==> src/rtl/fp_pkg.sv <==
`default_nettype none
// =============================================================================
// Module      : fp_pkg
// Description : Floating-point word format helpers and default format constants.
// Revision    : 1.0 - initial release
// =============================================================================
package fp_pkg;

    localparam int unsigned c_def_exp_width  = 8;
    localparam int unsigned c_def_frac_width = 23;

    function automatic int unsigned fp_width(input int unsigned exp_w, input int unsigned frac_w);
        return 1 + exp_w + frac_w;
    endfunction

    localparam int unsigned c_def_fp_width = fp_width(c_def_exp_width, c_def_frac_width);

endpackage
`default_nettype wire

==> src/rtl/fp_elastic_stage.sv <==
`default_nettype none
// =============================================================================
// Module      : fp_elastic_stage
// Description : One elastic pipeline slot: a valid flag plus an unreset data word.
// Revision    : 1.0 - initial release
// =============================================================================
module fp_elastic_stage #(
    parameter int unsigned WIDTH = 32
) (
    input  logic             clk_i,
    input  logic             rst_ni,
    input  logic             flush_i,
    input  logic             en_i,
    input  logic             valid_i,
    input  logic [WIDTH-1:0] data_i,
    output logic             valid_o,
    output logic [WIDTH-1:0] data_o
);

    logic             r_valid;
    logic [WIDTH-1:0] r_data;

    always_ff @(posedge clk_i) begin
        if (!rst_ni) begin
            r_valid <= 1'b0;
        end else if (flush_i) begin
            r_valid <= 1'b0;
        end else if (en_i) begin
            r_valid <= valid_i;
        end
    end

    // Payload of an empty slot is never observed, so it needs no reset.
    always_ff @(posedge clk_i) begin
        if (en_i) begin
            r_data <= data_i;
        end
    end

    assign valid_o = r_valid;
    assign data_o  = r_data;

endmodule
`default_nettype wire

==> src/rtl/fp_latency_matcher.sv <==
`default_nettype none
// =============================================================================
// Module      : fp_latency_matcher
// Description : Elastic LATENCY-stage delay line for packed FP words with
//               bubble collapsing, flush and occupancy count.
// Revision    : 1.0 - initial release
// =============================================================================
module fp_latency_matcher
    import fp_pkg::*;
#(
    parameter  int unsigned EXP_WIDTH  = c_def_exp_width,
    parameter  int unsigned FRAC_WIDTH = c_def_frac_width,
    parameter  int unsigned CHANNELS   = 1,
    parameter  int unsigned LATENCY    = 2,
    localparam int unsigned FP_WIDTH   = fp_width(EXP_WIDTH, FRAC_WIDTH),
    localparam int unsigned CNT_WIDTH  = $clog2(LATENCY + 1)
) (
    input  logic                         clk_i,
    input  logic                         rst_ni,
    input  logic                         flush_i,
    input  logic [CHANNELS*FP_WIDTH-1:0] fp_i,
    input  logic                         valid_i,
    output logic                         ready_o,
    output logic [CHANNELS*FP_WIDTH-1:0] fp_o,
    output logic                         valid_o,
    input  logic                         ready_i,
    output logic [CNT_WIDTH-1:0]         count_o
);

    localparam int unsigned c_data_w = CHANNELS * FP_WIDTH;

    logic [LATENCY-1:0]  w_valid;
    logic [LATENCY-1:0]  w_vin;
    logic [LATENCY-1:0]  w_en;
    logic [c_data_w-1:0] w_data [LATENCY];
    logic [c_data_w-1:0] w_din  [LATENCY];
    logic [CNT_WIDTH-1:0] w_count;

    // A slot may load when it is empty or the slot after it is moving,
    // which lets empty slots fill even while the output is stalled.
    always_comb begin
        w_en = '0;
        w_en[LATENCY-1] = !w_valid[LATENCY-1] || ready_i;
        for (int k = int'(LATENCY) - 2; k >= 0; k--) begin
            w_en[k] = !w_valid[k] || w_en[k+1];
        end
    end

    for (genvar k = 0; k < LATENCY; k++) begin : g_stage
        if (k == 0) begin : g_head
            assign w_vin[k] = valid_i;
            assign w_din[k] = fp_i;
        end else begin : g_body
            assign w_vin[k] = w_valid[k-1];
            assign w_din[k] = w_data[k-1];
        end

        fp_elastic_stage #(
            .WIDTH (c_data_w)
        ) u_stage (
            .clk_i   (clk_i),
            .rst_ni  (rst_ni),
            .flush_i (flush_i),
            .en_i    (w_en[k]),
            .valid_i (w_vin[k]),
            .data_i  (w_din[k]),
            .valid_o (w_valid[k]),
            .data_o  (w_data[k])
        );
    end

    always_comb begin
        w_count = '0;
        for (int k = 0; k < int'(LATENCY); k++) begin
            w_count = w_count + CNT_WIDTH'(w_valid[k]);
        end
    end

    assign ready_o = w_en[0];
    assign valid_o = w_valid[LATENCY-1];
    assign fp_o    = w_data[LATENCY-1];
    assign count_o = w_count;

endmodule
`default_nettype wire

==> config.mk <==
export PLATFORM = sky130hd
export DESIGN_NAME = fp_latency_matcher
export DESIGN_NICKNAME = d
export VERILOG_FILES = /design/src/rtl/fp_pkg.sv /design/src/rtl/fp_elastic_stage.sv /design/src/rtl/fp_latency_matcher.sv
export SDC_FILE = /design/constraint.sdc
export NUM_CORES = 1
export LEC_CHECK = 0
export BUFFER_PORTS_ARGS = -buffer_cell sky130_fd_sc_hd__buf_4
export CORE_ASPECT_RATIO = 0.75
export CORE_MARGIN = 2
export CORE_UTILIZATION = 50
export CTS_CLUSTER_SIZE = 25
export DETAILED_ROUTE_END_ITERATION = 6
export PLACE_DENSITY = 0.8
export SYNTH_ARGS = -nofsm -noshare
export SYNTH_HDL_FRONTEND = slang
export SYNTH_SLANG_ARGS = --single-unit
==> constraint.sdc <==
create_clock -name clk_i -period 2 [get_ports clk_i]
set_input_delay 0.3 -clock clk_i [delete_from_list [all_inputs] [get_ports clk_i]]
set_output_delay 0.3 -clock clk_i [all_outputs]
set_load 0.01 [all_outputs]
==> results of run 1 <==
[state kept, by name, summed over array words and instances, names as in the netlist]
register,cells
g_stage.u_stage.valid_o,2
g_stage.u_stage.data_o,64
[per-stage QoR]
stage                     setup slack, ns  std cells  cell area (sq um)
after floorplan                    0.7791         74               2034
after global placement             0.6162        202               2651
after detailed placement           0.5634        202               2651
after CTS                          0.4916        218               2830
after global routing               0.4527        218               2830
final                              0.5190        218               2830
[where the power goes]
part           switching (W)  total [W]  internal [W]
Combinational      0.0000506   0.000144     0.0000932
Clock               0.000427    0.00100      0.000573
Sequential         0.0000222    0.00161       0.00159
Total               0.000500    0.00276       0.00226
[path summary, 6_finish.rpt]
check / to / slack (ns) / cells after the start
max: count_o[0] / 0.52 / 2
min: g_stage[0].u_stage.data_o[3] / 0.15 / 1
max reg2reg: g_stage[1].u_stage.data_o[14] / 0.66 / 1
min reg2reg: g_stage[1].u_stage.data_o[27] / 0.42 / 0
[area by class of cell]
type,instances,share of cell area
Sequential cell,66,0.6932
Timing Repair Buffer,73,0.1936
Clock buffer,13,0.04907
Tap cell,55,0.02431
Multi-Input combinational cell,6,0.02299
Clock inverter,3,0.01415
Inverter,2,0.002653
[metal layers]
layer / wire length, um / vias to the layer above / share of wire
met5: 0 / - / 0
met4: 0 / 0 / 0
met3: 413 / 0 / 0.14
met2: 1447 / 61 / 0.48
met1: 1158 / 436 / 0.38
li1: - / 460 / -
[kinds of logic (layout without fill, tap and decap cells)]
family                     count (synthesis)  after routing  share of synthesized area
AOI/OAI and AO/OA                          2              2                   0.008612
adders and majority gates                  1              1                   0.006149
buffers and inverters                      2             91                   0.003691
DFF                                       66             66                     0.9643
and+or+nand+nor                            3              3                    0.01722
[cell usage in the layout, fill, tap and decap left out]
| cell | netlist | routed |
|---|---|---|
| ha_1 | 1 | 1 |
| a21oi_2 | 2 | 2 |
| nand2b_2 | 1 | 1 |
| clkinv_2 | 0 | 2 |
| edfxtp_1 | 64 | 64 |
| buf_4 | 0 | 73 |
| clkbuf_8 | 0 | 9 |
| inv_1 | 2 | 2 |
| bufinv_16 | 0 | 1 |
| nand2b_1 | 1 | 1 |
| dfxtp_1 | 2 | 2 |
| nand3b_4 | 1 | 1 |
| clkbuf_1 | 0 | 4 |
==> reports/qor.txt, run 1 <==
CP startpoint - g_stage[1].u_stage.valid_o
Post-CTS Hold Buffers - 0
Synth top area share - 0.9446
drt drc - 0
Crit. End Element - output port
first-pass GRT wire length - 4443 um
PostCTS Resize Cnt - 0
Hold Fails Final Rpt - 0
synth cell count leaders - edfxtp_1, a21oi_2, dfxtp_1, inv_1
wirelength, routed - 3018 um
max-cap violations - 0
synth unique cells - 8
synthesized area - 0.002034 sq mm
full die area - 0.004600 sq mm
I/O Buffers - 72
FF+latch area - 0.001962 sq mm
post-synthesis cell count - 74
f_max - 675.2 MHz
CORE AREA - 0.003979 sq mm
slew margin rel. - 0.4919
Total Power - 0.002758 W
drt wl/cell - 13.84 um
Critical Path AT - 1.18 ns
met1 usage - 0.1447
busiest layer in global routing - met2
met2 GRT Util - 0.2217
Reg-to-Reg Start - g_stage[1].u_stage.valid_o
Tightest Pin Transition - 0.7622 ns
hpwl dp - 2071 um
P_leak - 1.191 nW
Total GRT Usage - 0.1453
Crit Path Class - reg2out
Diodes inserted - 0
register area share after synthesis - 0.9643
synth top area cells - edfxtp_1, dfxtp_1, nand3b_4
Cell Rows - 20
ys flop type - edfxtp_1
Vias/cell - 4.390
initial antenna violation count - 0
Worst Path Buf+Inv - 1
TritonCTS clock tree - done
RSZ-0062 raised after global routing - false
CP top delay family - flip-flops
pwr/cell area - 974.6 mW/mm^2
Hold Path Class - in2reg
worst vdd ir - 529.5 uV
status - finished, final reports clean
Post-CTS Setup Bufs - 0
CP Launch Type - flip-flop
worst hold slack - 0.1495 ns
Initial Util - 0.5113
vias in the first global route - 967
Final Util - 0.7113
FILL cells - 253
vias post-DR - 957
max-slew violations - 0
DR iter-0 viols - 40
multi-input logic area - 65.06 sq um
clock buffer depth - 2
CP required - 1.70 ns
hold_sp - fp_i[3]
FFs w/ async S/R, synth - 0
TNS Setup - 0 ns
met3 usage - 0.1265
Root Driver - clkbuf_8
CTS H-Tree Depth - 3
GRT overflow - 0
CTS buffer count - 9
post-route antenna net violation count - 0
Seq cells post-synth - 66
Synth Area per Inst - 27.49 sq um
Yosys Warn Count - 0
Max stage delay cell, worst path - dfxtp_1
Post-layout nets - 196
layout cells sized above 1 - 0.5460
number of synthesized flops with an enable pin - 64
period utilisation layout - 0.7405
largest fanout on the critical path - 4
Worst-Skew Late Latency - 0.32 ns
# IOs - 73
Clock transition at path regs - 0.07 ns
Period minus WS final - 1.481 ns
Mapped Nets - 112
final setup fails - 0
# clock sinks - 66
drt pass-1 iters - 4
leading area contributor after synthesis - edfxtp_1
top-count cell post-synth - edfxtp_1
largest stage delay on the critical path - 0.44 ns
global placement routability congestion - 0.6324
die width - 77.66 um
Die Ht - 59.24 um
Setup Skew - 0.006003 ns
Area Overhead vs Synth - 39.11%
largest net degree at the start of global routing - 34
crit-path cells - ha_1 > buf_4
No activity file was read; power rests on OpenSTA's default activity.
==> run 2, diff against run 1 <==
Settings changed: ABC_AREA set to 1, CORE_UTILIZATION 50 to 48, PLACE_DENSITY 0.8 to 0.78.
Clock period 2 ns to 1.52 ns, I/O delays scaled along.
==> run 2 against run 1 <==
Non-clock buffer count rose by 2. Via count rose by 1.6%. Design area rose by 0.22%. Synthesized cell count rose by 2.7%. Wire length fell by 3.3%. Setup slack got worse by 0.39 ns. Flip-flop and latch count did not move. Core utilization fell by 1.2 points. Global-route usage fell by 0.74 points. Clock-buffer cell count fell by 2. Critical endpoint is now ready_o.
==> reports/qor.txt, run 2 <==
Root Driver - clkbuf_8
GRT overflow - 0 (unchanged)
FFs w/ async S/R, synth - 0 (unchanged)
CP dominant cell by count - buf_4
TritonCTS clock tree - done
# IOs - 73 (unchanged)
most frequent cells in the layout - buf_4, edfxtp_1, clkbuf_8, inv_1
drt wl/cell - 13.21 um (-4.6%)
post-synthesis cell count - 76 (+2.7%)
post-synthesis adder-cell area fraction - 0.006203 (+0.00005341)
top-count cell post-synth - edfxtp_1
synth cell count leaders - edfxtp_1, inv_1, a21oi_1, dfxtp_1, nand2_1
initial antenna violation count - 0 (unchanged)
Period minus WS final - 1.395 ns
max-slew violations - 0 (unchanged)
# clock sinks - 66 (unchanged)
synth top area cells - edfxtp_1, dfxtp_1, inv_1
I/O Buffers - 72 (unchanged)
vias post-DR - 972 (+1.6%)
synthesized area - 0.002017 sq mm (-0.86%)
CORE AREA - 0.004054 sq mm (+1.9%)
max-cap violations - 0 (unchanged)
Post-CTS Setup Bufs - 0 (unchanged)
Synth top area share - 0.9529 (+0.008204)
final setup fails - 0 (unchanged)
final non-filler cell total - 221 (+1.4%)
Synth Area per Inst - 26.54 sq um (-3.5%)
slack of the critical path - 0.1247 ns (-0.3943 ns)
number of synthesized flops with an enable pin - 64 (unchanged)
CP Launch Type - flip-flop
Post-layout nets - 200 (+2.0%)
full die area - 0.004742 sq mm (+3.1%)
DR iter-0 viols - 32 (-20%)
Vias/cell - 4.398 (+0.19%)
TNS Setup - 0 ns (unchanged)
die width - 78.85 um (+1.5%)
Clock transition at path regs - 0.06 ns (about the same)
vias in the first global route - 973 (+0.62%)
Hold Path Class - in2reg
Mapped Nets - 114 (+1.8%)
Hold Fails Final Rpt - 0 (unchanged)
Setup Skew - 0.002640 ns (-0.003363 ns)
P_leak - 1.183 nW (-0.64%)
Critical Path AT - 1.17 ns (about the same)
Synth Area in Simple Gates - 0.008685 (-0.008535)
drt pass-1 iters - 4 (unchanged)
post-place setup slack - 0.4576 ns (-0.1058 ns)
period utilisation layout - 0.9180
Crit Path Class - reg2out
mux contribution to synthesized area - 0 (unchanged)
DP Area - 0.002661 sq mm (+0.38%)
Cell Rows - 20 (unchanged)
hpwl dp - 2153 um (+4.0%)
drt drc - 0 (unchanged)
Diodes inserted - 0 (unchanged)
pwr/cell area - 1269 mW/mm^2 (+30%)
most common cell after layout, fill and taps aside - buf_4
Worst-Skew Late Latency - 0.32 ns (about the same)
Post-CTS Hold Buffers - 0 (unchanged)
wirelength, routed - 2919 um (-3.3%)
worst vdd ir - 828.4 uV (+56%)
Initial Util - 0.4975 (-0.01379)
leading area contributor after synthesis - edfxtp_1
Area Overhead vs Synth - 40.63%
status - finished, final reports clean
Die Ht - 60.14 um (+1.5%)
crit-path cells - nand3_2 > buf_4 > buf_4
largest net degree at the start of global routing - 34 (unchanged)
Total Power - 0.003598 W (+30%)
clock buffer depth - 2 (unchanged)
largest stage delay on the critical path - 0.39 ns (-0.05 ns)
Max stage delay cell, worst path - dfxtp_1
Compound-Gate Fraction of Synth Area - 0.004963 (-0.003647)
Total GRT Usage - 0.1379 (-0.007404)
Crit. End Element - output port
slew margin rel. - 0.8323 (+0.3404)
CTS buffer count - 9 (unchanged)
max FFs per register - 64 (unchanged)
synth unique cells - 7 (-1)
Tightest Pin Transition - 0.2515 ns (-0.5107 ns)
CP required - 1.29 ns (-0.41 ns)
Placed Cells - 206 (+2.0%)
RSZ-0062 raised after global routing - false
post-route antenna net violation count - 0 (unchanged)
layout cells sized above 1 - 0.5301 (-0.01589)
largest fanout on the critical path - 13 (+9)
Post-Synth XOR/XNOR Area - 0 (unchanged)
Seq cells post-synth - 66 (unchanged)
CTS H-Tree Depth - 3 (unchanged)
first-pass GRT wire length - 4340 um (-2.3%)
final instance area - 0.002836 sq mm (+0.22%)
largest family of logic cells by synthesized area - simple AND/OR/NAND/NOR gates
ys flop type - edfxtp_1
register area share after synthesis - 0.9727 (+0.008375)
f_max - 716.7 MHz
PostCTS Resize Cnt - 0 (unchanged)
Yosys Warn Count - 0 (unchanged)
global placement routability congestion - 0.7249 (+15%)
==> run 2: changes by cell type in the layout (fill, tap and decap cells not counted), moves of 2 or more <==
cell,previous run,this run
a21oi_1,0,2
nand2_1,0,2
inv_1,2,4
a21oi_2,2,0
clkbuf_1,4,2
==> run 2: metal layers <==
metal	GRT usage	routed length, um
met1	0.1282	1011
met2	0.2186	1426
met3	0.1012	445
met4	0.08867	36
met5	0	0
==> run 2: worst paths after layout <==
| kind | end | slack [ns] | depth (start not counted) | start |
|---|---|---|---|---|
| hold reg to reg | g_stage[1].u_stage.data_o[2] | 0.42 | 0 | g_stage[0].u_stage.data_o[2] |
| setup / recovery | ready_o | 0.12 | 3 | g_stage[1].u_stage.valid_o |
| setup reg to reg | g_stage[0].u_stage.data_o[10] | 0.50 | 2 | g_stage[1].u_stage.valid_o |
| hold / removal | g_stage[0].u_stage.data_o[4] | 0.08 | 1 | fp_i[4] |
==> run 2: cells by family after synthesis <==
logic type | after synthesis
compound gates | 2
fa+ha+maj | 1
buf+inv | 4
simple gates | 3
flops | 66
==> run 2: report_power, final <==
part           total, W  internal [W]  leakage [nW]  switching [W]
Sequential      0.00212       0.00209         0.693      0.0000280
Combinational  0.000189      0.000122         0.399      0.0000672
Clock           0.00129      0.000737        0.0906       0.000549
==> run 2: worst max-delay path, delay by kind of cell, from the launching register on <==
family,cells,cell delay [ns]
DFF,1,0.39
buffers and inverters,2,0.36
and+or+nand+nor,1,0.10
==> run 2: stage by stage <==
step	hold WS (ns)	util
after floorplan	0.3269	-
after global placement	0.4001	0.6565
after detailed placement	0.4045	0.6565
after CTS	0.05573	0.6997
after global routing	0.05039	0.6997
final	0.07806	0.6997
==> run 2: layout make-up <==
type / count / area [sq um]
Inverter: 4 / 15.01
Clock inverter: 4 / 43.79
Sequential cell: 66 / 1962
Tap cell: 55 / 68.82
Multi-Input combinational cell: 6 / 40.04
Clock buffer: 11 / 131.4
Fill cell: 262 / 1217
Timing Repair Buffer: 75 / 575.6
